## config.mk

```make
export PLATFORM = sky130hd
export DESIGN_NAME = qam_mapper_axis
export DESIGN_NICKNAME = d
export VERILOG_FILES = /design/src/rtl/qam_mapper_axis.sv
export SDC_FILE = /design/constraint.sdc
export NUM_CORES = 1
export LEC_CHECK = 0
export BUFFER_PORTS_ARGS = -buffer_cell sky130_fd_sc_hd__buf_2
export CAP_MARGIN = 20
export CORE_ASPECT_RATIO = 0.5
export CORE_MARGIN = 2
export CORE_UTILIZATION = 50
export CTS_BUF_LIST = sky130_fd_sc_hd__clkbuf_8 sky130_fd_sc_hd__clkbuf_16
export DETAILED_ROUTE_END_ITERATION = 8
export GPL_ROUTABILITY_DRIVEN = 0
export PLACE_DENSITY_LB_ADDON = 0.2
export SYNTH_ARGS = -nofsm -noshare
export SYNTH_HDL_FRONTEND = slang
export SYNTH_SLANG_ARGS = --single-unit
```

## constraint.sdc

```tcl
create_clock -name clk -period 5.91 [get_ports clk]
set_input_delay 1.182 -clock clk [delete_from_list [all_inputs] [get_ports clk]]
set_output_delay 1.182 -clock clk [all_outputs]
set_load 0.005 [all_outputs]
```

## src/rtl/qam_mapper_axis.sv

```systemverilog
// Gray-coded BPSK/QPSK/16QAM/64QAM constellation mapper on AXI-Stream, with a
// 2-entry (output + skid) buffer, per-packet mode lock and packet symbol count.
module qam_mapper_axis #(
    parameter int DW    = 16,
    parameter int CNT_W = 12
) (
    input  logic              clk,
    input  logic              rst,
    input  logic [1:0]        cfg_mode,
    input  logic              s_axis_tvalid,
    input  logic [5:0]        s_axis_tdata,
    input  logic              s_axis_tlast,
    input  logic              s_bit_symb_last,
    output logic              s_axis_tready,
    output logic              m_axis_tvalid,
    output logic [2*DW-1:0]   m_axis_tdata,
    output logic              m_axis_tlast,
    output logic              m_bit_symb_last,
    input  logic              m_axis_tready,
    output logic              stat_pkt_done,
    output logic [CNT_W-1:0]  stat_pkt_syms
);

    localparam int SHL = (DW >= 16) ? DW - 16 : 0;
    localparam int SHR = (DW < 16) ? 16 - DW : 0;

    // Amplitudes are defined for DW=16 and rescaled (truncating) for other widths.
    function automatic logic signed [DW-1:0] scale_amp(input int amp16);
        int tmp;
        tmp = (amp16 <<< SHL) >>> SHR;
        return signed'(tmp[DW-1:0]);
    endfunction

    localparam logic signed [DW-1:0] AMP_BPSK = scale_amp(16384);
    localparam logic signed [DW-1:0] AMP_QPSK = scale_amp(11585);
    localparam logic signed [DW-1:0] AMP_A1   = scale_amp(5181);
    localparam logic signed [DW-1:0] AMP_A3   = scale_amp(15543);
    localparam logic signed [DW-1:0] AMP_B1   = scale_amp(2528);
    localparam logic signed [DW-1:0] AMP_B3   = scale_amp(7584);
    localparam logic signed [DW-1:0] AMP_B5   = scale_amp(12640);
    localparam logic signed [DW-1:0] AMP_B7   = scale_amp(17696);

    function automatic logic signed [DW-1:0] signed_amp(input logic pos,
                                                        input logic signed [DW-1:0] mag);
        return pos ? mag : -mag;
    endfunction

    function automatic logic signed [DW-1:0] lvl_qam16(input logic [1:0] g);
        return signed_amp(g[1], g[0] ? AMP_A1 : AMP_A3);
    endfunction

    // MSB picks the sign; the two lower Gray bits pick the magnitude.
    function automatic logic signed [DW-1:0] lvl_qam64(input logic [2:0] g);
        logic signed [DW-1:0] mag;
        case (g[1:0])
            2'b00:   mag = AMP_B7;
            2'b01:   mag = AMP_B5;
            2'b11:   mag = AMP_B3;
            default: mag = AMP_B1;
        endcase
        return signed_amp(g[2], mag);
    endfunction

    function automatic logic [CNT_W-1:0] sat_inc(input logic [CNT_W-1:0] c);
        return (&c) ? c : c + 1'b1;
    endfunction

    logic                  out_vld_q, out_vld_d;
    logic [2*DW-1:0]       out_data_q, out_data_d;
    logic                  out_last_q, out_last_d;
    logic                  out_sl_q, out_sl_d;
    logic                  skid_vld_q, skid_vld_d;
    logic [2*DW-1:0]       skid_data_q, skid_data_d;
    logic                  skid_last_q, skid_last_d;
    logic                  skid_sl_q, skid_sl_d;
    logic                  rdy_q, rdy_d;
    logic                  in_pkt_q, in_pkt_d;
    logic [1:0]            mode_q, mode_d;
    logic [CNT_W-1:0]      cnt_q, cnt_d;
    logic                  done_q, done_d;
    logic [CNT_W-1:0]      syms_q, syms_d;

    logic                  s_acc, m_acc, out_free;
    logic [1:0]            eff_mode;
    logic signed [DW-1:0]  map_i, map_q;
    logic [2*DW-1:0]       map_word;

    assign s_acc    = s_axis_tvalid && rdy_q;
    assign m_acc    = out_vld_q && m_axis_tready;
    assign out_free = !out_vld_q || m_axis_tready;
    assign eff_mode = in_pkt_q ? mode_q : cfg_mode;

    always_comb begin
        map_i = '0;
        map_q = '0;
        case (eff_mode)
            2'd0: map_i = signed_amp(s_axis_tdata[0], AMP_BPSK);
            2'd1: begin
                map_i = signed_amp(s_axis_tdata[0], AMP_QPSK);
                map_q = signed_amp(s_axis_tdata[1], AMP_QPSK);
            end
            2'd2: begin
                map_i = lvl_qam16(s_axis_tdata[1:0]);
                map_q = lvl_qam16(s_axis_tdata[3:2]);
            end
            default: begin
                map_i = lvl_qam64(s_axis_tdata[2:0]);
                map_q = lvl_qam64(s_axis_tdata[5:3]);
            end
        endcase
        map_word = {map_q, map_i};
    end

    always_comb begin
        out_vld_d   = out_vld_q;
        out_data_d  = out_data_q;
        out_last_d  = out_last_q;
        out_sl_d    = out_sl_q;
        skid_vld_d  = skid_vld_q;
        skid_data_d = skid_data_q;
        skid_last_d = skid_last_q;
        skid_sl_d   = skid_sl_q;
        in_pkt_d    = in_pkt_q;
        mode_d      = mode_q;
        cnt_d       = cnt_q;
        done_d      = 1'b0;
        syms_d      = syms_q;

        // The skid entry is always older than the incoming beat, so it drains first.
        if (out_free) begin
            if (skid_vld_q) begin
                out_vld_d  = 1'b1;
                out_data_d = skid_data_q;
                out_last_d = skid_last_q;
                out_sl_d   = skid_sl_q;
                skid_vld_d = s_acc;
            end else begin
                out_vld_d = s_acc;
                if (s_acc) begin
                    out_data_d = map_word;
                    out_last_d = s_axis_tlast;
                    out_sl_d   = s_bit_symb_last;
                end
            end
        end else if (s_acc) begin
            skid_vld_d = 1'b1;
        end
        if (s_acc) begin
            skid_data_d = map_word;
            skid_last_d = s_axis_tlast;
            skid_sl_d   = s_bit_symb_last;
            if (!in_pkt_q) begin
                mode_d = cfg_mode;
            end
            in_pkt_d = !s_axis_tlast;
        end

        if (m_acc) begin
            if (out_last_q) begin
                done_d = 1'b1;
                syms_d = sat_inc(cnt_q);
                cnt_d  = '0;
            end else begin
                cnt_d = sat_inc(cnt_q);
            end
        end
        rdy_d = !skid_vld_d;
    end

    always_ff @(posedge clk) begin
        if (!rst) begin
            out_vld_q  <= 1'b0;
            out_data_q <= '0;
            out_last_q <= 1'b0;
            out_sl_q   <= 1'b0;
            skid_vld_q <= 1'b0;
            rdy_q      <= 1'b0;
            in_pkt_q   <= 1'b0;
            mode_q     <= 2'd0;
            cnt_q      <= '0;
            done_q     <= 1'b0;
            syms_q     <= '0;
        end else begin
            out_vld_q  <= out_vld_d;
            out_data_q <= out_data_d;
            out_last_q <= out_last_d;
            out_sl_q   <= out_sl_d;
            skid_vld_q <= skid_vld_d;
            rdy_q      <= rdy_d;
            in_pkt_q   <= in_pkt_d;
            mode_q     <= mode_d;
            cnt_q      <= cnt_d;
            done_q     <= done_d;
            syms_q     <= syms_d;
        end
    end

    always_ff @(posedge clk) begin
        skid_data_q <= skid_data_d;
        skid_last_q <= skid_last_d;
        skid_sl_q   <= skid_sl_d;
    end

    assign s_axis_tready   = rdy_q;
    assign m_axis_tvalid   = out_vld_q;
    assign m_axis_tdata    = out_data_q;
    assign m_axis_tlast    = out_last_q;
    assign m_bit_symb_last = out_sl_q;
    assign stat_pkt_done   = done_q;
    assign stat_pkt_syms   = syms_q;

endmodule

```

# After elaboration in Yosys (flattened, before gate mapping)
# Cells that the tools add are included.
[totals] reg_bits=99 out_inout_bits=49 input_bits=14
[classes] eq_ne=6 reduce_logical=15 addsub=5 n_mux=29
[ops] cell="16-bit two-way mux" n=9
[ops] cell="16-bit case mux with 3 select lines" n=2
[ops] cell="15-bit case mux with 3 select lines" n=2
[ops] cell="32-bit two-way mux" n=2
[ops] cell="14-bit negation with 16-bit output" n=2
[ops] cell="16-bit negation" n=2
[ops] cell="14-bit two-way mux" n=2
[ops] cell="12-bit two-way mux" n=2
[ops] cell="12-bit by 1-bit adder with 12-bit output, second input constant" n=1
[ops] cell="12-bit AND reduction" n=1
[ops] cell="1-bit two-way mux" n=9
[ops] cell="2-bit by 1-bit == test with 1-bit output, second input constant" n=3
[ops] cell="2-bit == test, second input constant" n=3
[ops] cell="2-bit logical NOT" n=3
[ops] cell="2-bit AND reduction" n=3
[ops] cell="1-bit logical NOT" n=3
[ops] cell="3-bit OR reduction" n=1
[ops] cell="1-bit logical AND" n=2
[ops] cell="2-bit two-way mux" n=1
[ops] cell="2-bit nonzero test" n=1
[ops] cell="1-bit logical OR" n=1

# Depth between registers and ports, before layout
[logic_depth] ltp_word=9 mapped_depth=9 ltp_nobuf=7

# Worst setup path after synthesis
# No wires, ideal clock.
[synth_timing] path_type="input to register" startpoint="input port s_axis_tvalid" endpoint="register out_data_q[28] (netlist: m_axis_tdata[28])" path_stages=5 arrival_ns=3.039 setup_slack_ns=2.784 required_time_ns=5.823 cell_sequence="and2_1 -> clkbuf_1 -> o21ai_1 -> clkbuf_1 -> o31ai_1"
[synth_between] elab_chain_len=3
[synth_rtl] item="from (decl)" line="10" rtl="input logic s_axis_tvalid,"
[synth_rtl] item="1-bit logical AND" line="88" rtl="assign s_acc = s_axis_tvalid && rdy_q;"
[synth_rtl] item="via s_acc" line="83" rtl="logic s_acc, m_acc, out_free;"
[synth_rtl] item="2-bit nonzero test (no line)"
[synth_rtl] item="2-bit AND reduction (no line)"
[synth_rtl] item="to (signal assigned)" line="185" rtl="out_data_q <= out_data_d;"
[synth_rtl] item="to (decl)" line="69" rtl="logic [2*DW-1:0] out_data_q, out_data_d;"
# The timed path passes the listed nets, and every way through them passes these cells.
# A chain may end at the register's enable or synchronous reset.

# Final worst setup path
[layout_timing] startpoint="input port cfg_mode[0]" endpoint="register skid_data_q[10], data pin"
[layout_between] elab_chain_len=3 elab_cells_between_ends=5
[layout_rtl] item="from (decl)" line="9" rtl="input logic [1:0] cfg_mode,"
[layout_rtl] item="2-bit two-way mux *"
[layout_rtl] item="via eff_mode[0]" line="84" rtl="logic [1:0] eff_mode;"
[layout_rtl] item="2-bit == test, or another cell as far along" line="96" rtl="case (eff_mode)"
[layout_rtl] item="16-bit case mux with 3 select lines *" line="96"
[layout_rtl] item="via map_i[10]" line="85" rtl="logic signed [DW-1:0] map_i, map_q;"
[layout_rtl] item="to (signal assigned)" line="199" rtl="skid_data_q <= skid_data_d;"
[layout_rtl] item="to (decl)" line="73" rtl="logic [2*DW-1:0] skid_data_q, skid_data_d;"
# The timed path passes the listed nets; every way through them passes the cells marked *.

==> results.tsv <==
stage	metric	value	unit
layout	Layout Nets	538	
layout	multi-input logic area	2133	sq um
logic_synthesis	synthesized netlist cell count	473	
clock_network	CTS Hold Bufs	0	
detailed_routing	WL/cell	15.75	um
logic_synthesis	Most used DFF post-synth	dfxtp_1	
worst_setup_path	Crit path arrival time	3.06	ns
global_routing	GR Util All Layers	21.27	%
detailed_routing	vias post-DR	3587	
detailed_routing	Post-DRT Antenna Nets	0	
logic_synthesis	post-synthesis sequential area ratio	46.99	%
power	Comb power frac	12.8	%
logic_synthesis	yosys warns	0	
status	outcome	complete, no violations	
logic_synthesis	FFs w/ async S/R, synth	0	%
power	Net Sw Frac	25.20	%
layout	sequential cell area	2122	sq um
floorplan	standard-cell rows	24	
clock_network	H-tree Lvls	3	
timing	final period utilization	50.11	%
power	leak pwr	2.091	nW
detailed_routing	DR iter-0 viols	292	
global_routing	vias in the first global route	3336	
detailed_routing	first drt pass iteration count	4	
timing	setup TNS	0	ns
logic_synthesis	syn nets	501	
floorplan	Die X	138.4	um
timing	final hold violations	0	
logic_synthesis	distinct cell type count after synthesis	60	
timing	min cycle time layout	2.961	ns
clock_network	Root Driver	clkbuf_16	
clock_network	Post CTS Setup Buffer Count	0	
worst_setup_path	Worst Setup End Kind	register	
clock_network	Clock Latency Late Sink	0.34	ns
placed_design	IO Port Bufs	62	
worst_setup_path	Crit Path Max Fanout	36	
power	maximum VDD drop	0.1547	mV
clock_network	CTS buffer count	9	
clock_network	clock buffer depth	2	
layout	Final Non-Filler Cells	632	
min_path	Hold WC Path Type	register to register	
clock_network	CTS tree	built	
logic_synthesis	Avg Synthesized Cell Area	9.547	sq um
detailed_routing	metal3 WL	460	um
worst_setup_path	reg-to-reg slack, setup	3.41	ns
power	internal power	1.031	mW
floorplan	Core Box Area	8738	sq um
placed_design	Placed Cells	616	
logic_synthesis	EDFF count, synth	30	
timing	Final setup violation count	0	
logic_synthesis	synthesized area	4516	sq um
placed_design	Detail Placement HPWL	6.592	mm
floorplan	die area	9854	sq um
global_routing	initial antenna violation count	0	
clock_network	clk slew on worst S/H paths	0.06	ns
global_routing	total gr overflow	0	
power	sequential power share	50.8	%
layout	P&R area growth vs syn	12.39	%
detailed_routing	Post-route DRC	0	
global_routing	first-pass GRT wire length	16.77	mm
timing	Final Max Tran Viols	0	
layout	layout cells sized above 1	18.45	%
worst_setup_path	startpoint types	primary input	
detailed_routing	Routed met2 length	4.422	mm
timing	RSZ-0062 raised after global routing	no	
layout	ANT cells	0	
logic_synthesis	FF+latch count, synth	91	
timing	FMAX	337.7	MHz
timing	Worst Skew	0.004746	ns
global_routing	largest net degree at the start of global routing	50	
power	P per Cell Area	271.5	nW/um^2
job	Max-cap violations	0	
detailed_routing	M1 wire length	4.966	mm
floorplan	initial core utilization	51.68	%
clock_network	Sink Count	91	
detailed_routing	Top Layer Used	met4	
layout	fill count	817	
timing	slew margin rel.	44.32	%
clock_network	post-cts sizing count	0	
placed_design	pre-CTS setup slack	2.590	ns
power	Clock Power Share	36.4	%
worst_setup_path	Crit Path Category	primary input to register	
power	P_sw	347.1	uW
detailed_routing	final WL	9.954	mm
detailed_routing	DR vias/cell	5.676	
timing	setup ws final	2.949	ns
worst_setup_path	CP Data Required Time	6.01	ns
timing	Worst-Margin Slew	0.8352	ns
power	total power	1.378	mW
floorplan	I/O pins	63	
timing	hold_ws	0.4520	ns
floorplan	Die H	71.20	um
==> cells in the final DEF (no fill, tap or decap), drive strengths merged, types with 12 or more instances in the layout <==
master and instances:
dfxtp 61, ha 14, nand4 12, buf 68, o21ai 37, nand2 21, a21oi 54, edfxtp 30
nor2 26, a211oi 20, inv 19, mux2i 14, nand3 19
==> worst max-delay path: stages <==
cell	delay, ns
buf_2	0.10
mux2i_1	0.38
inv_1	0.13
ha_1	0.22
buf_4	0.24
inv_1	0.35
nor2_1	0.15
or2_2	0.31
==> worst paths after layout <==
kind	cells past startpoint	startpoint	to
setup / recovery	8	cfg_mode[0]	skid_data_q[10]$_DFFE_PP_
hold / removal	2	m_axis_tdata[5]$_SDFFE_PN0P_	m_axis_tdata[5]$_SDFFE_PN0P_
setup reg to reg	7	in_pkt_q$_SDFFE_PN0P_	skid_data_q[10]$_DFFE_PP_
hold reg to reg	2	m_axis_tdata[5]$_SDFFE_PN0P_	m_axis_tdata[5]$_SDFFE_PN0P_
==> state kept, by name, summed over array words and instances (netlist names) <==
register	cells
stat_pkt_syms	12
skid_data_q	28
m_axis_tlast	1
skid_vld_q	1
m_axis_tdata	28
m_axis_tvalid	1
m_bit_symb_last	1
skid_sl_q	1
skid_last_q	1
cnt_q	12
in_pkt_q	1
s_axis_tready	1
stat_pkt_done	1
mode_q	2
==> power by group through the flow <==
stage               clock, mW  combinational (mW)  sequential [mW]
finish                  0.501               0.177            0.700
global route            0.537               0.201            0.703
global placement            0               0.175            0.713
CTS                     0.514               0.178            0.700
detailed placement          0               0.177            0.713
floorplan                   0               0.124            0.711
==> layer usage <==
metal | track usage (%) | vias to the layer above
met5 | 0 | -
met3 | 4.807 | 10
met2 | 33.28 | 64
li1 | - | 1832
met1 | 29.85 | 1681
met4 | 6.463 | 0
==> synthesized netlist by cell type (6+ instances only) <==
| master | count | area, sq um |
|---|---|---|
| a21oi_1 | 54 | 270.3 |
| a211oi_1 | 20 | 150.1 |
| nand3_1 | 19 | 95.09 |
| a211o_1 | 7 | 61.31 |
| a31oi_1 | 8 | 50.05 |
| mux2i_1 | 14 | 140.1 |
| buf_2 | 6 | 30.03 |
| o211ai_1 | 7 | 52.55 |
| o21ai_0 | 36 | 180.2 |
| dfxtp_1 | 61 | 1221 |
| inv_1 | 15 | 56.30 |
| edfxtp_1 | 30 | 900.9 |
| ha_1 | 14 | 175.2 |
| clkbuf_1 | 26 | 97.59 |
| xnor2_1 | 10 | 87.58 |
| buf_4 | 6 | 45.04 |
| nor2_1 | 26 | 97.59 |
| nand4_1 | 12 | 75.07 |
| nand2_1 | 21 | 78.83 |
==> kinds of logic (layout without fill, tap and decap cells) <==
family | count (synthesis) | after routing | synth area share, %
and+or+nand+nor | 115 | 115 | 13.33
AOI/OAI and AO/OA | 165 | 165 | 23.91
xor gates and xnor gates | 14 | 14 | 2.715
buffers and inverters | 59 | 101 | 5.818
muxes | 15 | 15 | 3.353
DFF | 91 | 91 | 46.99
adders and majority gates | 14 | 14 | 3.879
==> cell type report <==
cell class / instances / share of cell area (%)
multi-input combinational: 323 / 42.04
sequential: 91 / 41.81
timing repair buffer: 68 / 7.002
clock buffer: 9 / 4.438
tap: 117 / 2.885
inverter: 17 / 1.257
clock inverter: 7 / 0.5671
==> metrics by stage <==
| step | util [%] | cell area [sq um] |
|---|---|---|
| global route | 58.08 | 5075 |
| finish | 58.08 | 5075 |
| global placement | 55.17 | 4821 |
| detailed placement | 55.17 | 4821 |
| CTS | 58.08 | 5075 |
| floorplan | - | 4516 |
(Power assumes the default switching activity.)
